--- src/rtl/mod241_chunk_accumulator_if.sv ---
// Chunk-residue stream in, frame residue result out, grouped as one bus.
// Latency: none (wires only).
// Backpressure: in_ready throttles the producer; out_ready throttles the result.
//
// Ports (master = upstream/consumer side, slave = accumulator):
//   in_valid/in_ready/in_residue/in_last     : one 8-bit chunk residue per handshake
//   out_valid/out_ready/out_residue          : frame sum mod MOD
//   out_range_err/out_len_err                : sticky per-frame error flags
interface mod241_chunk_accumulator_if;
    logic       in_valid;
    logic       in_ready;
    logic [7:0] in_residue;
    logic       in_last;
    logic       out_valid;
    logic       out_ready;
    logic [7:0] out_residue;
    logic       out_range_err;
    logic       out_len_err;

    modport master (
        output in_valid,
        output in_residue,
        output in_last,
        output out_ready,
        input  in_ready,
        input  out_valid,
        input  out_residue,
        input  out_range_err,
        input  out_len_err
    );

    modport slave (
        input  in_valid,
        input  in_residue,
        input  in_last,
        input  out_ready,
        output in_ready,
        output out_valid,
        output out_residue,
        output out_range_err,
        output out_len_err
    );
endinterface

--- src/rtl/mod241_chunk_accumulator.sv ---
// Running mod-MOD sum of per-chunk residues over a frame; reports frame residue + error flags.
// Latency: one cycle per chunk; result valid the cycle after the last chunk is accepted.
// Backpressure: in_ready drops while a result waits for out_ready (one dead input cycle per frame).
//
// Ports:
//   clk  : sole clock, rising edge
//   rst  : synchronous active-high reset, overrides any same-edge handshake
//   bus  : mod241_chunk_accumulator_if.slave (chunk input stream and frame result)
module mod241_chunk_accumulator #(
    parameter int MOD        = 241,
    parameter int NUM_CHUNKS = 84,
    parameter int CNT_W      = 7
) (
    input  logic                          clk,
    input  logic                          rst,
    mod241_chunk_accumulator_if.slave     bus
);

    localparam logic [8:0]       MOD9    = 9'(MOD);
    localparam logic [7:0]       MOD8    = 8'(MOD);
    localparam logic [CNT_W:0]   NUM_CNT = (CNT_W+1)'(NUM_CHUNKS);
    localparam logic [CNT_W-1:0] CNT_MAX = '1;

    typedef enum logic [1:0] {
        ST_IDLE = 2'd0,
        ST_ACC  = 2'd1,
        ST_DONE = 2'd2
    } state_t;

    state_t           state_q, state_d;
    logic [7:0]       acc_q, acc_d;
    logic [CNT_W-1:0] cnt_q, cnt_d;
    logic             range_err_q, range_err_d;
    logic             out_valid_q, out_valid_d;
    logic [7:0]       out_residue_q, out_residue_d;
    logic             out_range_err_q, out_range_err_d;
    logic             out_len_err_q, out_len_err_d;

    logic             in_ready;
    logic             in_fire;
    logic             out_fire;

    // Per-accept datapath values
    logic [7:0]       acc_base;
    logic [CNT_W-1:0] cnt_base;
    logic             range_base;
    logic [8:0]       sum9;
    logic [8:0]       red1;
    logic [7:0]       acc_new;
    logic [CNT_W-1:0] cnt_new;
    logic [CNT_W:0]   cnt_plus1;
    logic             range_new;
    logic             len_err_new;

    // ------------------------------------------------------------------
    // FSM: state register
    // ------------------------------------------------------------------
    always_ff @(posedge clk) begin
        if (rst) begin
            state_q <= ST_IDLE;
        end else begin
            state_q <= state_d;
        end
    end

    // ------------------------------------------------------------------
    // FSM: next-state logic
    // ------------------------------------------------------------------
    always_comb begin
        state_d = state_q;
        case (state_q)
            ST_IDLE, ST_ACC: begin
                if (in_fire) begin
                    state_d = bus.in_last ? ST_DONE : ST_ACC;
                end
            end
            ST_DONE: begin
                if (out_fire) begin
                    state_d = ST_IDLE;
                end
            end
            default: state_d = ST_IDLE;
        endcase
    end

    // ------------------------------------------------------------------
    // FSM: outputs (in_ready is a pure state decode, no input dependence)
    // ------------------------------------------------------------------
    always_comb begin
        in_ready = (state_q != ST_DONE);
        in_fire  = bus.in_valid & in_ready;
        out_fire = out_valid_q & bus.out_ready;
    end

    // ------------------------------------------------------------------
    // Accumulate datapath
    // ------------------------------------------------------------------
    always_comb begin
        // A frame's first chunk starts from zero regardless of what the
        // registers hold, so nothing from a previous frame can leak in.
        acc_base   = (state_q == ST_IDLE) ? 8'd0        : acc_q;
        cnt_base   = (state_q == ST_IDLE) ? '0          : cnt_q;
        range_base = (state_q == ST_IDLE) ? 1'b0        : range_err_q;

        // acc <= MOD-1 and residue <= 255, so sum9 <= 495 and two
        // conditional subtracts always land in [0, MOD-1].
        sum9    = {1'b0, acc_base} + {1'b0, bus.in_residue};
        red1    = (sum9 >= MOD9) ? (sum9 - MOD9) : sum9;
        acc_new = 8'((red1 >= MOD9) ? (red1 - MOD9) : red1);

        cnt_new     = (cnt_base == CNT_MAX) ? cnt_base : (cnt_base + CNT_W'(1));
        // One extra bit so a saturated count never aliases NUM_CHUNKS.
        cnt_plus1   = {1'b0, cnt_base} + (CNT_W+1)'(1);
        len_err_new = (cnt_plus1 != NUM_CNT);
        range_new   = range_base | (bus.in_residue >= MOD8);
    end

    // ------------------------------------------------------------------
    // Datapath / result next-state
    // ------------------------------------------------------------------
    always_comb begin
        acc_d           = acc_q;
        cnt_d           = cnt_q;
        range_err_d     = range_err_q;
        out_valid_d     = out_valid_q;
        out_residue_d   = out_residue_q;
        out_range_err_d = out_range_err_q;
        out_len_err_d   = out_len_err_q;

        if (in_fire) begin
            acc_d       = acc_new;
            cnt_d       = cnt_new;
            range_err_d = range_new;
            if (bus.in_last) begin
                out_valid_d     = 1'b1;
                out_residue_d   = acc_new;
                out_range_err_d = range_new;
                out_len_err_d   = len_err_new;
            end
        end

        // in_fire and out_fire never coincide: in_ready is low in DONE.
        // Result fields are left as last presented.
        if (out_fire) begin
            acc_d       = 8'd0;
            cnt_d       = '0;
            range_err_d = 1'b0;
            out_valid_d = 1'b0;
        end
    end

    always_ff @(posedge clk) begin
        if (rst) begin
            acc_q           <= 8'd0;
            cnt_q           <= '0;
            range_err_q     <= 1'b0;
            out_valid_q     <= 1'b0;
            out_residue_q   <= 8'd0;
            out_range_err_q <= 1'b0;
            out_len_err_q   <= 1'b0;
        end else begin
            acc_q           <= acc_d;
            cnt_q           <= cnt_d;
            range_err_q     <= range_err_d;
            out_valid_q     <= out_valid_d;
            out_residue_q   <= out_residue_d;
            out_range_err_q <= out_range_err_d;
            out_len_err_q   <= out_len_err_d;
        end
    end

    assign bus.in_ready      = in_ready;
    assign bus.out_valid     = out_valid_q;
    assign bus.out_residue   = out_residue_q;
    assign bus.out_range_err = out_range_err_q;
    assign bus.out_len_err   = out_len_err_q;

endmodule

--- src/flat_wrapper.sv ---
// flat-port wrapper written by rule: the top's interface ports become plain ports
module mod241_chunk_accumulator_flat 
#(
    parameter int MOD        = 241,
    parameter int NUM_CHUNKS = 84,
    parameter int CNT_W      = 7
)
  (clk, rst, bus_in_valid, bus_in_residue, bus_in_last, bus_out_ready, bus_in_ready, bus_out_valid, bus_out_residue, bus_out_range_err, bus_out_len_err);
  mod241_chunk_accumulator_if bus_i ();
  input  logic clk;
  input  logic rst;
  input wire logic [$bits(bus_i.in_valid)-1:0] bus_in_valid;
  input wire logic [$bits(bus_i.in_residue)-1:0] bus_in_residue;
  input wire logic [$bits(bus_i.in_last)-1:0] bus_in_last;
  input wire logic [$bits(bus_i.out_ready)-1:0] bus_out_ready;
  output wire logic [$bits(bus_i.in_ready)-1:0] bus_in_ready;
  output wire logic [$bits(bus_i.out_valid)-1:0] bus_out_valid;
  output wire logic [$bits(bus_i.out_residue)-1:0] bus_out_residue;
  output wire logic [$bits(bus_i.out_range_err)-1:0] bus_out_range_err;
  output wire logic [$bits(bus_i.out_len_err)-1:0] bus_out_len_err;
  assign bus_i.in_valid = bus_in_valid;
  assign bus_i.in_residue = bus_in_residue;
  assign bus_i.in_last = bus_in_last;
  assign bus_i.out_ready = bus_out_ready;
  assign bus_in_ready = bus_i.in_ready;
  assign bus_out_valid = bus_i.out_valid;
  assign bus_out_residue = bus_i.out_residue;
  assign bus_out_range_err = bus_i.out_range_err;
  assign bus_out_len_err = bus_i.out_len_err;
  mod241_chunk_accumulator #(.MOD(MOD), .NUM_CHUNKS(NUM_CHUNKS), .CNT_W(CNT_W)) u_core (.clk(clk), .rst(rst), .bus(bus_i));
endmodule
--- config.mk ---
export PLATFORM = sky130hd
export DESIGN_NAME = mod241_chunk_accumulator_flat
export DESIGN_NICKNAME = d
export VERILOG_FILES = /design/src/rtl/mod241_chunk_accumulator_if.sv /design/src/rtl/mod241_chunk_accumulator.sv /design/src/flat_wrapper.sv
export SDC_FILE = /design/constraint.sdc
export NUM_CORES = 1
export LEC_CHECK = 0
export BUFFER_PORTS_ARGS = -buffer_cell sky130_fd_sc_hd__buf_2
export CORE_MARGIN = 2
export CORE_UTILIZATION = 35
export CTS_CLUSTER_SIZE = 24
export DETAILED_ROUTE_END_ITERATION = 8
export GPL_ROUTABILITY_DRIVEN = 0
export PLACE_DENSITY = 0.57
export SYNTH_ARGS = -nofsm -noshare
export SYNTH_HDL_FRONTEND = slang
export SYNTH_SLANG_ARGS = --single-unit
--- constraint.sdc ---
create_clock -name clk -period 3.9 [get_ports clk]
set_input_delay 0.78 -clock clk [delete_from_list [all_inputs] [get_ports clk]]
set_output_delay 0.78 -clock clk [all_outputs]
set_load 0.05 [all_outputs]
## After elaboration in Yosys (flattened, before gate mapping)

Index checks and enable logic that the tools add are counted.

- Equality and inequality tests: 7
- Magnitude comparators: 3
- Shifts and indexed selects: 0
- Bitwise gates (word level): 3
- Add/sub/neg operators: 5
- Divide/modulo/power cells: 0
- Muxes and demuxes: 10
- Reduce and logical (&&, ||, !) cells: 5
- Multipliers: 0

Operators with widths:

| operator | number |
|---|---|
| 9-bit by 8-bit >= comparator with 1-bit output (second input constant) | 2 |
| 8-bit 2-to-1 mux | 2 |
| 7-bit 2-to-1 mux | 2 |
| 8-bit by 8-bit adder with 9-bit output | 1 |
| 9-bit 2-to-1 mux | 1 |
| 9-bit by 8-bit subtractor with 9-bit output (second input constant) | 1 |
| 7-bit by 1-bit adder with 8-bit output (second input constant) | 1 |
| 8-bit >= comparator (second input constant) | 1 |
| 8-bit by 7-bit != test with 1-bit output (second input constant) | 1 |
| 8-bit subtractor (second input constant) | 1 |
| 7-bit by 1-bit adder with 7-bit output (second input constant) | 1 |
| 7-bit equality test (second input constant) | 1 |
| 2-bit 2-to-1 mux | 3 |
| 2-bit by 1-bit != test with 1-bit output (second input constant) | 2 |
| 2-bit one-hot mux with 2 select lines | 1 |
| 2-bit AND reduction | 2 |
| 2-bit OR reduction | 2 |
| 1-bit AND | 2 |
| 2-bit by 1-bit equality test with 1-bit output (second input constant) | 1 |
| 2-bit equality test (second input constant) | 1 |
| 2-bit zero test | 1 |
| 2-bit != test (second input constant) | 1 |
| 1-bit 2-to-1 mux | 1 |
| 1-bit OR | 1 |

- Memories kept: 0
- Bits in writable memories: 0
- Bits in registers: 29
- Output and inout bits: 12
- Latch bits: 0
- ROM bits: 0
- Input port bits: 13

## Longest topological paths before layout

- Word-level depth: 7
- Gate-level depth with buffers: 19
- Mapped depth without buffers: 18

## Worst setup path after synthesis

Ideal clock, no wire load.

- Path type: register to register
- Start point: reg u_core.state_q[1]
- End point: reg u_core.acc_q[4]
- Clock period less this slack: 3.987 ns
- Library setup time: 0.062 ns
- Cell stages (with the launch flop): 18
- Required time: 3.838 ns
- Arrival: 3.925 ns
- Setup slack: -0.087 ns
- Cell sequence: dfxtp_1 -> or2_2 -> clkbuf_1 -> and2_1 -> ha_1 -> inv_1 -> fa_1 -> nand2b_1 -> a2111o_1 -> o311ai_4 -> nand4_4 -> o21a_4 -> xnor2_1 -> ha_1 -> a21oi_1 -> a211oi_2 -> or4_1 -> nand3_1

- Word-level cells in the longest chain between the ends: 7
- Elaborated cells on any way between the ends: 11
- Those cells by class: add/sub (3); order compare (2); eq/ne (1); mux (3); bitwise (1); reduce/logical (1)

Ends and longest elaborated chain:

| item | line | RTL |
|---|---|---|
| start, declared | mod241_chunk_accumulator.sv:30 | `state_t state_q, state_d;` |
| start signal, assigned | mod241_chunk_accumulator.sv:62 | `state_q <= state_d;` |
| 2-bit zero test | mod241_chunk_accumulator.sv:101 | `acc_base = (state_q == ST_IDLE) ? 8'd0 : acc_q;` |
| 8-bit 2-to-1 mux | mod241_chunk_accumulator.sv:101 |  |
| 8-bit by 8-bit adder with 9-bit output | mod241_chunk_accumulator.sv:107 | `sum9 = {1'b0, acc_base} + {1'b0, bus.in_residue};` |
| 9-bit by 8-bit subtractor with 9-bit output or 9-bit by 8-bit >= comparator with 1-bit output (tied branches) | mod241_chunk_accumulator.sv:108 | `red1 = (sum9 >= MOD9) ? (sum9 - MOD9) : sum9;` |
| 9-bit 2-to-1 mux | mod241_chunk_accumulator.sv:108 |  |
| 8-bit subtractor or 9-bit by 8-bit >= comparator with 1-bit output (tied branches) | mod241_chunk_accumulator.sv:109 | `acc_new = 8'((red1 >= MOD9) ? (red1 - MOD9) : red1);` |
| 8-bit 2-to-1 mux | mod241_chunk_accumulator.sv:109 |  |
| end signal, assigned | mod241_chunk_accumulator.sv:154 | `acc_q <= 8'd0;` |
| end signal, assigned | mod241_chunk_accumulator.sv:162 | `acc_q <= acc_d;` |
| end, declared | mod241_chunk_accumulator.sv:31 | `logic [7:0] acc_q, acc_d;` |

Several ways; a longest one is shown, not always the timed one.
A chain may end at the register's enable or synchronous reset.

## Final worst setup path

Ends and elaborated chain as after synthesis.

==> results.sh <==
export IMPL_wire_per_inst_um=15.64
export IMPL_drc=0
export IMPL_dp_hpwl_um=5340
export IMPL_synth_cell_types=65
export IMPL_synth_edf_count=0
export IMPL_clock_latency_ns=0.28
export IMPL_slowest_stage="fa_2"
export IMPL_grt_max_degree=17
export IMPL_synth_most_common_cell="nor2_1"
export IMPL_drtIter0Drc=231
export IMPL_pin_count=25
export IMPL_synth_fp_nets=334
export IMPL_ant_nets=0
export IMPL_port_buffers=24
export IMPL_cts_root_buf="clkbuf_8"
export IMPL_power_leakage_nw=1.267
export IMPL_syn_cell_area_um2=2399
export IMPL_path_delay_family="simple AND/OR/NAND/NOR gates"
export IMPL_max_cap_viol_count=0
export IMPL_slowest_delay_ns=0.48
export IMPL_startpoint="u_core.state_q[1]"
export IMPL_ys_ff_latch=29
export IMPL_nFillCells=665
export IMPL_arrival_ns=3.98
export IMPL_syn_avg_cell_area_um2=7.813
export IMPL_fin_crit_sh=0.9624
export IMPL_clockBufferDepth=2
export IMPL_grt_pass1_wl_um=11230
export IMPL_crit_buf_inv=2
export IMPL_layout_setup_ws_ns=0.1468
export IMPL_required_ns=4.13
export IMPL_worstPathMaxFanout=6
export IMPL_cts_sinks=29
export IMPL_final_max_slew_viol_count=0
export IMPL_die_area_um2=7531
export IMPL_outcome="finished, final reports clean"
export IMPL_finalSetupTns_ns=0
export IMPL_synth_top_area_share=0.2420
export IMPL_h_tree_depth=2
export IMPL_core_um2=6719
export IMPL_synth_flop_cell="dfxtp_1"
export IMPL_rows=30
export IMPL_grt_ovfl_total=0
export IMPL_firstDrtPassIters=5
export IMPL_synth_top_cell_by_area="dfxtp_1"
export IMPL_critPathKind="reg -> reg"
export IMPL_cts_clk_slew_worst_paths_ns=0.07
export IMPL_antenna_found_initial=0
export IMPL_synthTopCellsByArea="dfxtp_1 24%, ha_1 6.8%, nor2_1 5.8%, a21oi_1 4.8%, and2_1 4.2%"
export IMPL_drt_vias_per_instance=5.732
export IMPL_vdd_ir_drop_max_v=0.0002313
export IMPL_finalHoldViolations=0
export IMPL_period_needed_ns=3.753
export IMPL_cts_tree="yes"
export IMPL_drive_above_1_share=0.2930
export IMPL_cts_hold_buf=0
export IMPL_final_nets=398
export IMPL_syn_to_final_growth_pct=30.31
export IMPL_diodes=0
export IMPL_yosys_top_cells_count="37 x nor2_1, 29 x dfxtp_1, 26 x nand2_1"
export IMPL_path_cells="or2_2 > and2_1 > ha_1 > inv_1 > fa_2 > ha_1 > nor3_2 > buf_4 > o21a_4 > xnor2_2 > ha_1 > a21oi_2 > a211oi_2 > or4_1 > nand3_1"
export IMPL_syn_instance_count=307
export IMPL_synth_async_reset_ratio=0
export IMPL_r2r_start="u_core.state_q[1]"
export IMPL_synth_seq_area_share=0.2420
export IMPL_final_setup_viol_count=0
export IMPL_power_density_nw_per_um2=362.1
export IMPL_max_slew_margin=0.5812
export IMPL_skew_ns=0.008924
export IMPL_vias=2591
export IMPL_synth_warning_count=0
export IMPL_crit_path_frequent_cell="ha_1"
export IMPL_cp_end_kind="flip-flop"
export IMPL_place_ws_ns=-0.01127
export IMPL_start_util=0.3570
export IMPL_worstHoldPathType="reg -> reg"
export IMPL_fmax_mhz=266.4
export IMPL_cts_buffers=5
export IMPL_tightest_slew_ns=0.6216
export IMPL_start_kind="flip-flop"
export IMPL_routed_wl_um=7069
export IMPL_die_h_um=86.78
export IMPL_fp_dieW_um=86.78
export IMPL_grt_pass1_vias=2353
export IMPL_grtUsageTotal=0.1862
export IMPL_hold_start="u_core.acc_q[5]"
export IMPL_rsz0062_at_grt="yes"
## final timing paths
check	endpoint	slack, ns	cells after the start
min	u_core.acc_q[5]	0.45	2
max	u_core.acc_q[4]	0.15	15
max reg2reg	u_core.acc_q[4]	0.15	15
min reg2reg	u_core.acc_q[5]	0.45	2
## power breakdown
group / internal [mW] / total [mW] / leakage (nW) / switching (mW)
Clock: 0.208 / 0.325 / 0.0574 / 0.117
Sequential: 0.320 / 0.334 / 0.238 / 0.0133
Combinational: 0.190 / 0.473 / 0.972 / 0.284
Total: 0.718 / 1.13 / 1.27 / 0.414
## per-stage QoR
step	area [um^2]	hold slack (ns)	util	power (mW)	instances
floorplan	2402	0.4167	-	0.6235	307
global placement	2878	0.4358	0.4283	0.7756	441
CTS	2998	0.4509	0.4462	1.106	449
global route	3126	0.4872	0.4652	1.195	452
detailed placement	2878	0.4427	0.4283	0.7763	441
finish	3126	0.4510	0.4652	1.132	452
## worst reg2reg max path, cell delays in order, from the launching register on
cell and delay (ns):
dfxtp_1 0.32, or2_2 0.35, and2_1 0.19, ha_1 0.20, inv_1 0.07, fa_2 0.48, ha_1 0.28, nor3_2 0.34
buf_4 0.19, o21a_4 0.17, xnor2_2 0.08, ha_1 0.23, a21oi_2 0.12, a211oi_2 0.11, or4_1 0.48, nand3_1 0.09
## cell type report
cell class / instances / area [um^2] / share of cell area
Multi-Input combinational cell: 260 / 1856 / 0.5937
Sequential cell: 29 / 580.6 / 0.1857
Timing Repair Buffer: 66 / 435.4 / 0.1393
Tap cell: 80 / 100.1 / 0.03203
Clock buffer: 6 / 82.58 / 0.02642
Clock inverter: 2 / 37.54 / 0.01201
Inverter: 9 / 33.78 / 0.01081
## flip-flops by register name, indices dropped and copies added (netlist names)
| signal | cells |
|---|---|
| u_core.acc_q | 8 |
| u_core.bus.out_len_err | 1 |
| u_core.bus.out_range_err | 1 |
| u_core.bus.out_residue | 8 |
| u_core.bus.out_valid | 1 |
| u_core.cnt_q | 7 |
| u_core.range_err_q | 1 |
| u_core.state_q | 2 |
## layer usage
layer / part of all wire / GRT usage / vias up / routed length (um)
met5: 0 / 0 / - / 0
met4: 0.019 / 0.05114 / 0 / 131
met3: 0.056 / 0.03238 / 19 / 395
met2: 0.43 / 0.2734 / 93 / 3008
met1: 0.50 / 0.2779 / 1209 / 3533
li1: - / - / 1270 / -
## logic make-up (layout without fill, tap and decap cells)
family                   Yosys count  in the layout  share of synthesized area
buffers and inverters             18             83                    0.02921
multiplexers                       4              4                    0.01774
AO/OA/AOI/OAI                     94             94                     0.2895
flip-flops                        29             29                     0.2420
AND/OR/NAND/NOR                  136            136                     0.2984
XOR/XNOR                          12             12                    0.04695
adder cells (fa/ha/maj)           14             14                    0.07616
## layout by cell type, fill, tap and decap left out, types with 7 or more instances in the layout
master     n
ha_1      13
a21oi_1   22
nand2_1   26
nor2_1    35
nand3_1   13
and2_1    16
buf_2     24
o21ai_0   12
xnor2_1    7
buf_4     42
a211oi_1   7
inv_1      9
o211ai_1   7
nor3_1     8
dfxtp_1   29
## timing repair
action                     in CTS  in global routing
setup endpoints to repair       0                 10
gates resized for setup         0                 20
setup buffers                   0                  3
hold endpoints to repair        0                  0
(Power assumes the default switching activity.)
